<file path="src/rtl/fir_test_pkg.sv">
// fir_test_pkg: shared FIR self-test cadence, MISR constants and FSM states
package fir_test_pkg;
  typedef enum logic [1:0] {RUN, CMP, DONE} state_t;
  localparam int FIR_TEST_PERIOD = 31;
  localparam int FIR_TEST_SAMPLE_AT = 30;
  localparam logic [31:0] FIR_MISR_POLY = 32'h04C11DB7;
  localparam logic [31:0] FIR_MISR_SEED = 32'hFFFFFFFF;
endpackage

</file>
<file path="src/rtl/fir_sig_check_if.sv">
// fir_sig_check_if: FIR sample in, signature/status out; FIR_SIG_CHECK_LOOP_EN adds fail_sticky
interface fir_sig_check_if #(parameter int DATA_W = 32);
  logic [DATA_W-1:0] outData;
  logic [DATA_W-1:0] sig;
  logic done;
  logic pass;
`ifdef FIR_SIG_CHECK_LOOP_EN
  logic fail_sticky;
  modport master (output outData, input sig, done, pass, fail_sticky);
  modport slave (input outData, output sig, done, pass, fail_sticky);
`else
  modport master (output outData, input sig, done, pass);
  modport slave (input outData, output sig, done, pass);
`endif
endinterface

</file>
<file path="src/rtl/misr_step.sv">
// misr_step: one Galois MISR step folding a data word into the signature
module misr_step #(
  parameter int DATA_W = 32,
  parameter logic [DATA_W-1:0] POLY = 32'h04C11DB7
) (
  input  logic [DATA_W-1:0] sig,
  input  logic [DATA_W-1:0] data,
  output logic [DATA_W-1:0] sig_next
);
  assign sig_next = {sig[DATA_W-2:0], 1'b0} ^ (sig[DATA_W-1] ? POLY : '0) ^ data;
endmodule

</file>
<file path="src/rtl/fir_sig_check.sv">
// fir_sig_check: samples FIR output once per vector into a MISR and checks the final signature
// FIR_SIG_CHECK_LOOP_EN: rerun continuously and add a sticky failure flag
module fir_sig_check
  import fir_test_pkg::*;
#(
  parameter int DATA_W = 32,
  parameter int PERIOD = FIR_TEST_PERIOD,
  parameter int SAMPLE_AT = FIR_TEST_SAMPLE_AT,
  parameter int NUM_VECTORS = 16,
  parameter logic [DATA_W-1:0] SIG_SEED = FIR_MISR_SEED,
  parameter logic [DATA_W-1:0] POLY = FIR_MISR_POLY,
  parameter logic [DATA_W-1:0] GOLDEN_SIG = '0
) (
  input logic clk,
  input logic rst,
  fir_sig_check_if.slave bus
);
  localparam int CW = (PERIOD > 1) ? $clog2(PERIOD) : 1;
  localparam int SW = $clog2(NUM_VECTORS + 1);
`ifdef FIR_SIG_CHECK_LOOP_EN
  localparam logic LOOP = 1'b1;
`else
  localparam logic LOOP = 1'b0;
`endif
  state_t state, state_nx;
  logic [CW-1:0] cnt;
  logic [SW-1:0] scnt;
  logic [DATA_W-1:0] sig_q, sig_nx;
  logic done_q, pass_q, sample, last, run_cnt;
  misr_step #(.DATA_W(DATA_W), .POLY(POLY)) u_step (.sig(sig_q), .data(bus.outData), .sig_next(sig_nx));
  assign sample = (state == RUN) && (cnt == CW'(SAMPLE_AT));
  assign last = scnt == SW'(NUM_VECTORS - 1);
  // in loop mode the cadence must stay aligned with the stimulus controller across CMP/DONE
  assign run_cnt = LOOP || (state == RUN);
  always_comb begin
    state_nx = state;
    state_nx = (state == RUN) ? ((sample && last) ? CMP : RUN) :
               (state == CMP) ? DONE : (LOOP ? RUN : DONE);
  end
  always_ff @(posedge clk or posedge rst) begin
    if (rst) begin
      state <= RUN;
      cnt <= '0;
      scnt <= '0;
      sig_q <= SIG_SEED;
      done_q <= 1'b0;
      pass_q <= 1'b0;
    end else begin
      state <= state_nx;
      if (run_cnt) cnt <= (cnt == CW'(PERIOD - 1)) ? '0 : cnt + 1'b1;
      if (sample) begin
        sig_q <= sig_nx;
        scnt <= scnt + 1'b1;
      end
      if (state == CMP) begin
        done_q <= 1'b1;
        pass_q <= sig_q == GOLDEN_SIG;
      end
      if (LOOP && state == DONE) begin
        sig_q <= SIG_SEED;
        scnt <= '0;
        done_q <= 1'b0;
      end
    end
  end
`ifdef FIR_SIG_CHECK_LOOP_EN
  logic fail_q;
  always_ff @(posedge clk or posedge rst) begin
    if (rst) fail_q <= 1'b0;
    else if (state == CMP && sig_q != GOLDEN_SIG) fail_q <= 1'b1;
  end
  assign bus.fail_sticky = fail_q;
`endif
  assign bus.sig = sig_q;
  assign bus.done = done_q;
  assign bus.pass = pass_q;
endmodule
</file>
<file path="src/flat_wrapper.sv">
// flat-port wrapper written by rule: the top's interface ports become plain ports
module fir_sig_check_flat import fir_test_pkg::*;
#(
  parameter int DATA_W = 32,
  parameter int PERIOD = FIR_TEST_PERIOD,
  parameter int SAMPLE_AT = FIR_TEST_SAMPLE_AT,
  parameter int NUM_VECTORS = 16,
  parameter logic [DATA_W-1:0] SIG_SEED = FIR_MISR_SEED,
  parameter logic [DATA_W-1:0] POLY = FIR_MISR_POLY,
  parameter logic [DATA_W-1:0] GOLDEN_SIG = '0
)
  (clk, rst, bus_outData, bus_sig, bus_done, bus_pass);
  fir_sig_check_if #(.DATA_W(DATA_W)) bus_i ();
  input logic clk;
  input logic rst;
  input wire logic [$bits(bus_i.outData)-1:0] bus_outData;
  output wire logic [$bits(bus_i.sig)-1:0] bus_sig;
  output wire logic [$bits(bus_i.done)-1:0] bus_done;
  output wire logic [$bits(bus_i.pass)-1:0] bus_pass;
  assign bus_i.outData = bus_outData;
  assign bus_sig = bus_i.sig;
  assign bus_done = bus_i.done;
  assign bus_pass = bus_i.pass;
  fir_sig_check #(.DATA_W(DATA_W), .PERIOD(PERIOD), .SAMPLE_AT(SAMPLE_AT), .NUM_VECTORS(NUM_VECTORS), .SIG_SEED(SIG_SEED), .POLY(POLY), .GOLDEN_SIG(GOLDEN_SIG)) u_core (.clk(clk), .rst(rst), .bus(bus_i));
endmodule
</file>
<file path="config.mk">
export PLATFORM = sky130hd
export DESIGN_NAME = fir_sig_check_flat
export DESIGN_NICKNAME = d
export VERILOG_FILES = /design/src/rtl/fir_test_pkg.sv /design/src/rtl/fir_sig_check_if.sv /design/src/rtl/misr_step.sv /design/src/rtl/fir_sig_check.sv /design/src/flat_wrapper.sv
export SDC_FILE = /design/constraint.sdc
export NUM_CORES = 1
export LEC_CHECK = 0
export ABC_AREA = 1
export BUFFER_PORTS_ARGS = -buffer_cell sky130_fd_sc_hd__buf_4
export CAP_MARGIN = 5
export CORE_UTILIZATION = 49
export CTS_BUF_LIST = sky130_fd_sc_hd__clkbuf_2
export CTS_CLUSTER_SIZE = 28
export DETAILED_ROUTE_END_ITERATION = 8
export PLACE_DENSITY = 0.74
export SYNTH_ARGS = -nofsm -noshare
export SYNTH_HDL_FRONTEND = slang
export SYNTH_HIERARCHICAL = 1
export SYNTH_SLANG_ARGS = --single-unit
</file>
<file path="constraint.sdc">
create_clock -name clk -period 3.9 [get_ports clk]
set_clock_uncertainty 0.15 [all_clocks]
set_input_delay 0.39 -clock clk [delete_from_list [all_inputs] [get_ports clk]]
set_output_delay 0.39 -clock clk [all_outputs]
set_load 0.05 [all_outputs]
</file>
==> flow_summary.json, run 1 <==
{
  "status": "finished clean",
  "ys_async_sr_fraction_pct": 100,
  "cp_max_fo": 40,
  "final_area_um2": 3290,
  "ir_worst_vdd_mv": 0.182,
  "ctsHoldBuffers": 2,
  "grt_pass1_wl_um": 9500,
  "postRouteAntennaNets": 0,
  "r2r-end": "u_core/scnt[3]",
  "dr.pass1.iters": 4,
  "rrSetupSlack_ns": 1.85,
  "drc": 0,
  "finalCritPeriodShare_pct": 52.7,
  "grt_max_degree": 47,
  "relSlewSlack_pct": 36.2,
  "synth.most_common_cell": "nand2_1",
  "ioPinCount": 68,
  "grt.overflow.total": 0,
  "ys_seq_elements": 46,
  "nets": 464,
  "start_kind": "register",
  "postSynthAreaPerCell_um2": 7.58,
  "synthFlopType": "dfstp_2",
  "yosys_warnings": 6,
  "port_buffers": 67,
  "routed_wl_um": 5550,
  "syn_nets": 397,
  "synth_edf_count": 0,
  "n_fill_cell": 463,
  "power.density_nw_per_um2": 284,
  "r2r_start": "u_core/cnt[0]",
  "report.final.slew_viol_count": 0,
  "period_needed_ns": 2.05,
  "insertedDiodeCount": 0,
  "grt_pass1_vias": 2187,
  "cts_tree": "yes",
  "drt_iter0_drc": 94,
  "yosys.area.top_type_share_pct": 30.9,
  "cts-root-buf": "clkbuf_2",
  "totalPowerFinal_uw": 932,
  "seqCellArea_um2": 1190,
  "ys_top_cells_by_count": "170 x nand2_1, 36 x inv_1, 32 x dfstp_2, 27 x nor2_1, 22 x xor2_1",
  "setup_viol": 0,
  "timing.fmax_mhz": 487,
  "viasPerCell": 4.65,
  "synth_area_um2": 2720,
  "die_y_um": 76.5,
  "cts_setup_buffers": 0,
  "final_hold_viol_count": 0,
  "cp-end-kind": "register",
  "fp.dieArea_um2": 5860,
  "multi_input_area_um2": 1310,
  "syn_inst": 359,
  "routedWlPerCell_um": 11.2,
  "synth.largest_area_cell": "dfstp_2",
  "worstSkewPairLatency_ns": 0.42,
  "antenna_found_initial": 0,
  "num_rows": 26,
  "fin_setup_tns_ns": 0,
  "rsz0062_at_grt": "no",
  "drv_cap": 0,
  "cts_sinks": 46,
  "dpl_cell_area_um2": 3230,
  "layout-drive-gt1-share_pct": 29.3,
  "cp.required_ns": 4.12,
  "core_area_um2": 5240,
  "synthTopCellsByArea": "dfstp_2 31%, nand2_1 23%, dfrtp_1 13%",
  "cts_resized": 0,
  "track_usage_pct": 20.2,
  "vias": 2310,
  "hp-class": "primary input to async pin",
  "clk_path_buf_depth": 2,
  "start_util_pct": 52.0,
  "htree_levels": 2,
  "die_width_um": 76.5,
  "ys_seq_area_share_pct": 43.8,
  "crit_type": "register to register",
  "arrival_ns": 2.27,
  "globalplace.congestion": 0.707,
  "yosys.cell_types.count": 24,
  "cts_made_buffers": 5,
  "r2r_cells": 5,
  "syn_to_final_growth_pct": 20.8,
  "p_leak_nw": 1.83,
  "dpl.hpwl_um": 3860,
  "worst_slew_pin_slew_ns": 0.956,
  "clk_pin_slew_ns": 0.21
}
-- cells by family after synthesis --
logic type	after synthesis	share of synthesized area [%]
compound gates	7	1.56
xor+xnor	23	7.40
fa+ha+maj	4	1.84
buf+inv	47	8.32
flops	46	43.8
simple gates	232	37.1
-- cell type report --
type | count | area share (%)
Multi-Input combinational cell | 266 | 39.7
Sequential cell | 46 | 36.2
Timing Repair Buffer | 69 | 15.9
Inverter | 38 | 4.34
Tap cell | 70 | 2.66
Clock buffer | 6 | 0.913
Clock inverter | 2 | 0.266
-- cell usage in the layout (no fill, tap or decap), drive strengths merged --
master,n
a211oi,1
a21boi,1
buf,67
clkbuf,6
clkinv,2
dfrtp,14
dfstp,32
dlygate4sd3,2
ha,4
inv,38
nand2,180
nand3,17
nand4,2
nor2,32
nor3,1
o21ai,4
o21bai,1
xnor2,1
xor2,22
-- worst max-delay path: stages, from the launching register on --
cell and delay, ns:
dfrtp_1 0.44, inv_1 0.10, ha_1 0.19, nand3_2 0.67, nor2_4 0.29, xor2_1 0.16
-- how the worst max path moves through the flow --
stage	from	end
floorplan	rst	u_core/bus.done
global placement	u_core/cnt[0]	u_core/scnt[3]
detailed placement	u_core/cnt[0]	u_core/scnt[3]
CTS	u_core/cnt[0]	u_core/scnt[3]
global route	u_core/cnt[0]	u_core/scnt[3]
finish	u_core/cnt[0]	u_core/scnt[3]
-- state kept, by name (all words and copies together) (netlist names) --
name	count
u_core/bus.sig	32
u_core/state	2
u_core/scnt	5
u_core/cnt	5
u_core/bus.done	1
u_core/bus.pass	1
-- power breakdown --
part           internal [mW]  total (mW)  switching, mW
clock network         0.0441       0.191          0.147
logic                 0.0772       0.204          0.127
registers              0.510       0.537         0.0273
total                  0.631       0.932          0.302
-- through the flow --
stage	hold WS (ns)	setup WS, ns	utilization, %	cells
after floorplan	0.292	2.33	-	359
after global placement	0.315	1.94	61.7	487
after detailed placement	0.310	1.85	61.7	487
after CTS	0.000989	1.81	62.8	497
after global routing	0.0111	1.63	62.8	497
final	0.0111	1.85	62.8	497
-- metal layers --
metal,global-route usage [%],wire (um),vias up
li1,-,-,1212
met1,24.7,2570,1058
met2,35.9,2740,36
met3,2.99,192,4
met4,7.50,44,0
met5,0,0,-
No activity file was read; power rests on OpenSTA's default activity.
==> run 2: changes to the inputs <==
- PLACE_DENSITY: 0.74 -> 0.77
- clock period: 3.9 -> 1.7 ns (I/O delays scaled with it)
==> run 2 against run 1 <==
- register-to-register slack worse by 1.7 ns
- core utilization is 7.9 points higher
- combinational power grew to 2.7 times the previous value
- critical path depth is 3 lower
- sequential share of layout area is 4.0 points lower
- non-clock buffer count is 40 higher
- die area stayed put
- via count is 8.7% higher
- critical endpoint is now bus_sig[31]
==> flow_summary.json, run 2 (synthesized netlist as in run 1, its figures left out) <==
{
  "port_buffers": 67,
  "cts_tree": "yes",
  "holdPathStages": 1,
  "dpl.hpwl_um": 4180,
  "drc": 0,
  "die_y_um": 76.5,
  "die_width_um": 76.5,
  "routed_wl_um": 6530,
  "start_kind": "register",
  "cts_sinks": 46,
  "final_hold_viol_count": 0,
  "arrival_ns": 1.31,
  "start_util_pct": 52.0,
  "hp-start": "u_core/scnt[3]",
  "finalCritPeriodShare_pct": 96.0,
  "power.density_nw_per_um2": 599,
  "num_rows": 26,
  "fin_setup_tns_ns": 0,
  "syn_to_final_growth_pct": 35.9,
  "vias": 2511,
  "setup_viol": 0,
  "report.final.slew_viol_count": 0,
  "routedWlPerCell_um": 12.2,
  "dr.pass1.iters": 4,
  "drt_iter0_drc": 108,
  "grt_max_degree": 31,
  "rsz0062_at_grt": "no",
  "grt_pass1_wl_um": 10700,
  "relSlewSlack_pct": 73.9,
  "totalPowerFinal_mw": 2.22,
  "period_needed_ns": 1.63,
  "nets": 504,
  "layout-drive-gt1-share_pct": 28.7,
  "worstSetupStartpoint": "u_core/bus.sig[31]",
  "postRouteAntennaNets": 0,
  "worstSkewPairLatency_ns": 0.40,
  "ioPinCount": 68,
  "fp.dieArea_um2": 5860,
  "htree_levels": 2,
  "clk_path_buf_depth": 2,
  "final_common_cell": "nand2_1",
  "drv_cap": 0,
  "cts-root-buf": "clkbuf_2",
  "p_leak_nw": 2.02,
  "hp-class": "register to register",
  "cts_made_buffers": 5,
  "cp_max_fo": 11,
  "viasPerCell": 4.68,
  "largest_register_ffs": 32,
  "r2r_start": "u_core/cnt[0]",
  "track_usage_pct": 23.2,
  "r2r_cells": 7,
  "grt_pass1_vias": 2400,
  "globalplace.congestion": 0.751,
  "insertedDiodeCount": 0,
  "worst_slew_pin_slew_ns": 0.391,
  "ir_worst_vdd_mv": 0.457,
  "crit_type": "register to primary output",
  "cp.required_ns": 1.38,
  "clk_pin_slew_ns": 0.21,
  "cp-end-kind": "primary output",
  "status": "finished clean",
  "grt.overflow.total": 0,
  "core_area_um2": 5240,
  "antenna_found_initial": 0,
  "most-common-layout-cells": "170 x nand2_1, 72 x buf_4, 35 x inv_1",
  "timing.fmax_mhz": 613
}
==> run 2: cell types whose count changed in the layout (fill, tap and decap cells not counted), sizes merged <==
cell	change
dlygate4sd3	+31
buf	+9
==> run 2: cell type report <==
cell class | instances | area [um2]
inverter | 38 | 145
tap | 70 | 87.6
fill | 403 | 1540
clock buffer | 6 | 30.0
clock inverter | 2 | 8.76
sequential | 46 | 1190
multi-input combinational | 266 | 1310
timing repair buffer | 109 | 933
==> run 2: worst max-delay path, stage by stage, from the launching register on <==
cell	delay, ns
dfstp_2	0.59
buf_6	0.15
buf_6	0.17
==> run 2: where the power goes <==
group	internal [mW]	total (mW)	switching [mW]
Clock	0.101	0.438	0.336
Combinational	0.234	0.553	0.319
Sequential	1.17	1.23	0.0586
==> run 2: routing by layer <==
layer / up-vias / GRT usage [%] / part of all wire, %
li1: 1287 / - / -
met1: 1155 / 28.2 / 44
met2: 58 / 41.1 / 51
met3: 11 / 3.95 / 3.3
met4: 0 / 8.65 / 1.9
met5: - / 0 / 0
==> run 2: per-stage QoR <==
step | instance area [um2] | cells | util [%] | hold WS (ns) | setup WS [ns]
4_1_cts | 3690 | 536 | 70.4 | 0.339 | 0.00335
3_5_place_dp | 3310 | 494 | 63.1 | 0.268 | 0.144
5_1_grt | 3700 | 537 | 70.7 | 0.350 | 0.00326
6_report | 3700 | 537 | 70.7 | 0.338 | 0.0679
2_1_floorplan | 2720 | 359 | - | 0.162 | 0.181
3_3_place_gp | 3310 | 494 | 63.1 | 0.261 | 0.208
==> run 2: path summary, 6_finish.rpt <==
path                                 endpoint  slack [ns]
max                               bus_sig[31]        0.07
min                            u_core/scnt[3]        0.34
max reg2reg                u_core/bus.sig[21]        0.13
min reg2reg                    u_core/scnt[3]        0.34
min in group asynchronous  u_core/bus.sig[10]        0.42
max in group asynchronous  u_core/bus.sig[27]        0.68
==> run 2: what timing repair did <==
action | CTS | global route
gates resized for setup | 1 | 3
hold buffers | 33 | 0
pin swaps | 0 | 0
buffers inserted | 1 | 1
cloned | 0 | 0
endpoints found under the hold margin | 62 | 0
setup endpoints to repair | 1 | 6
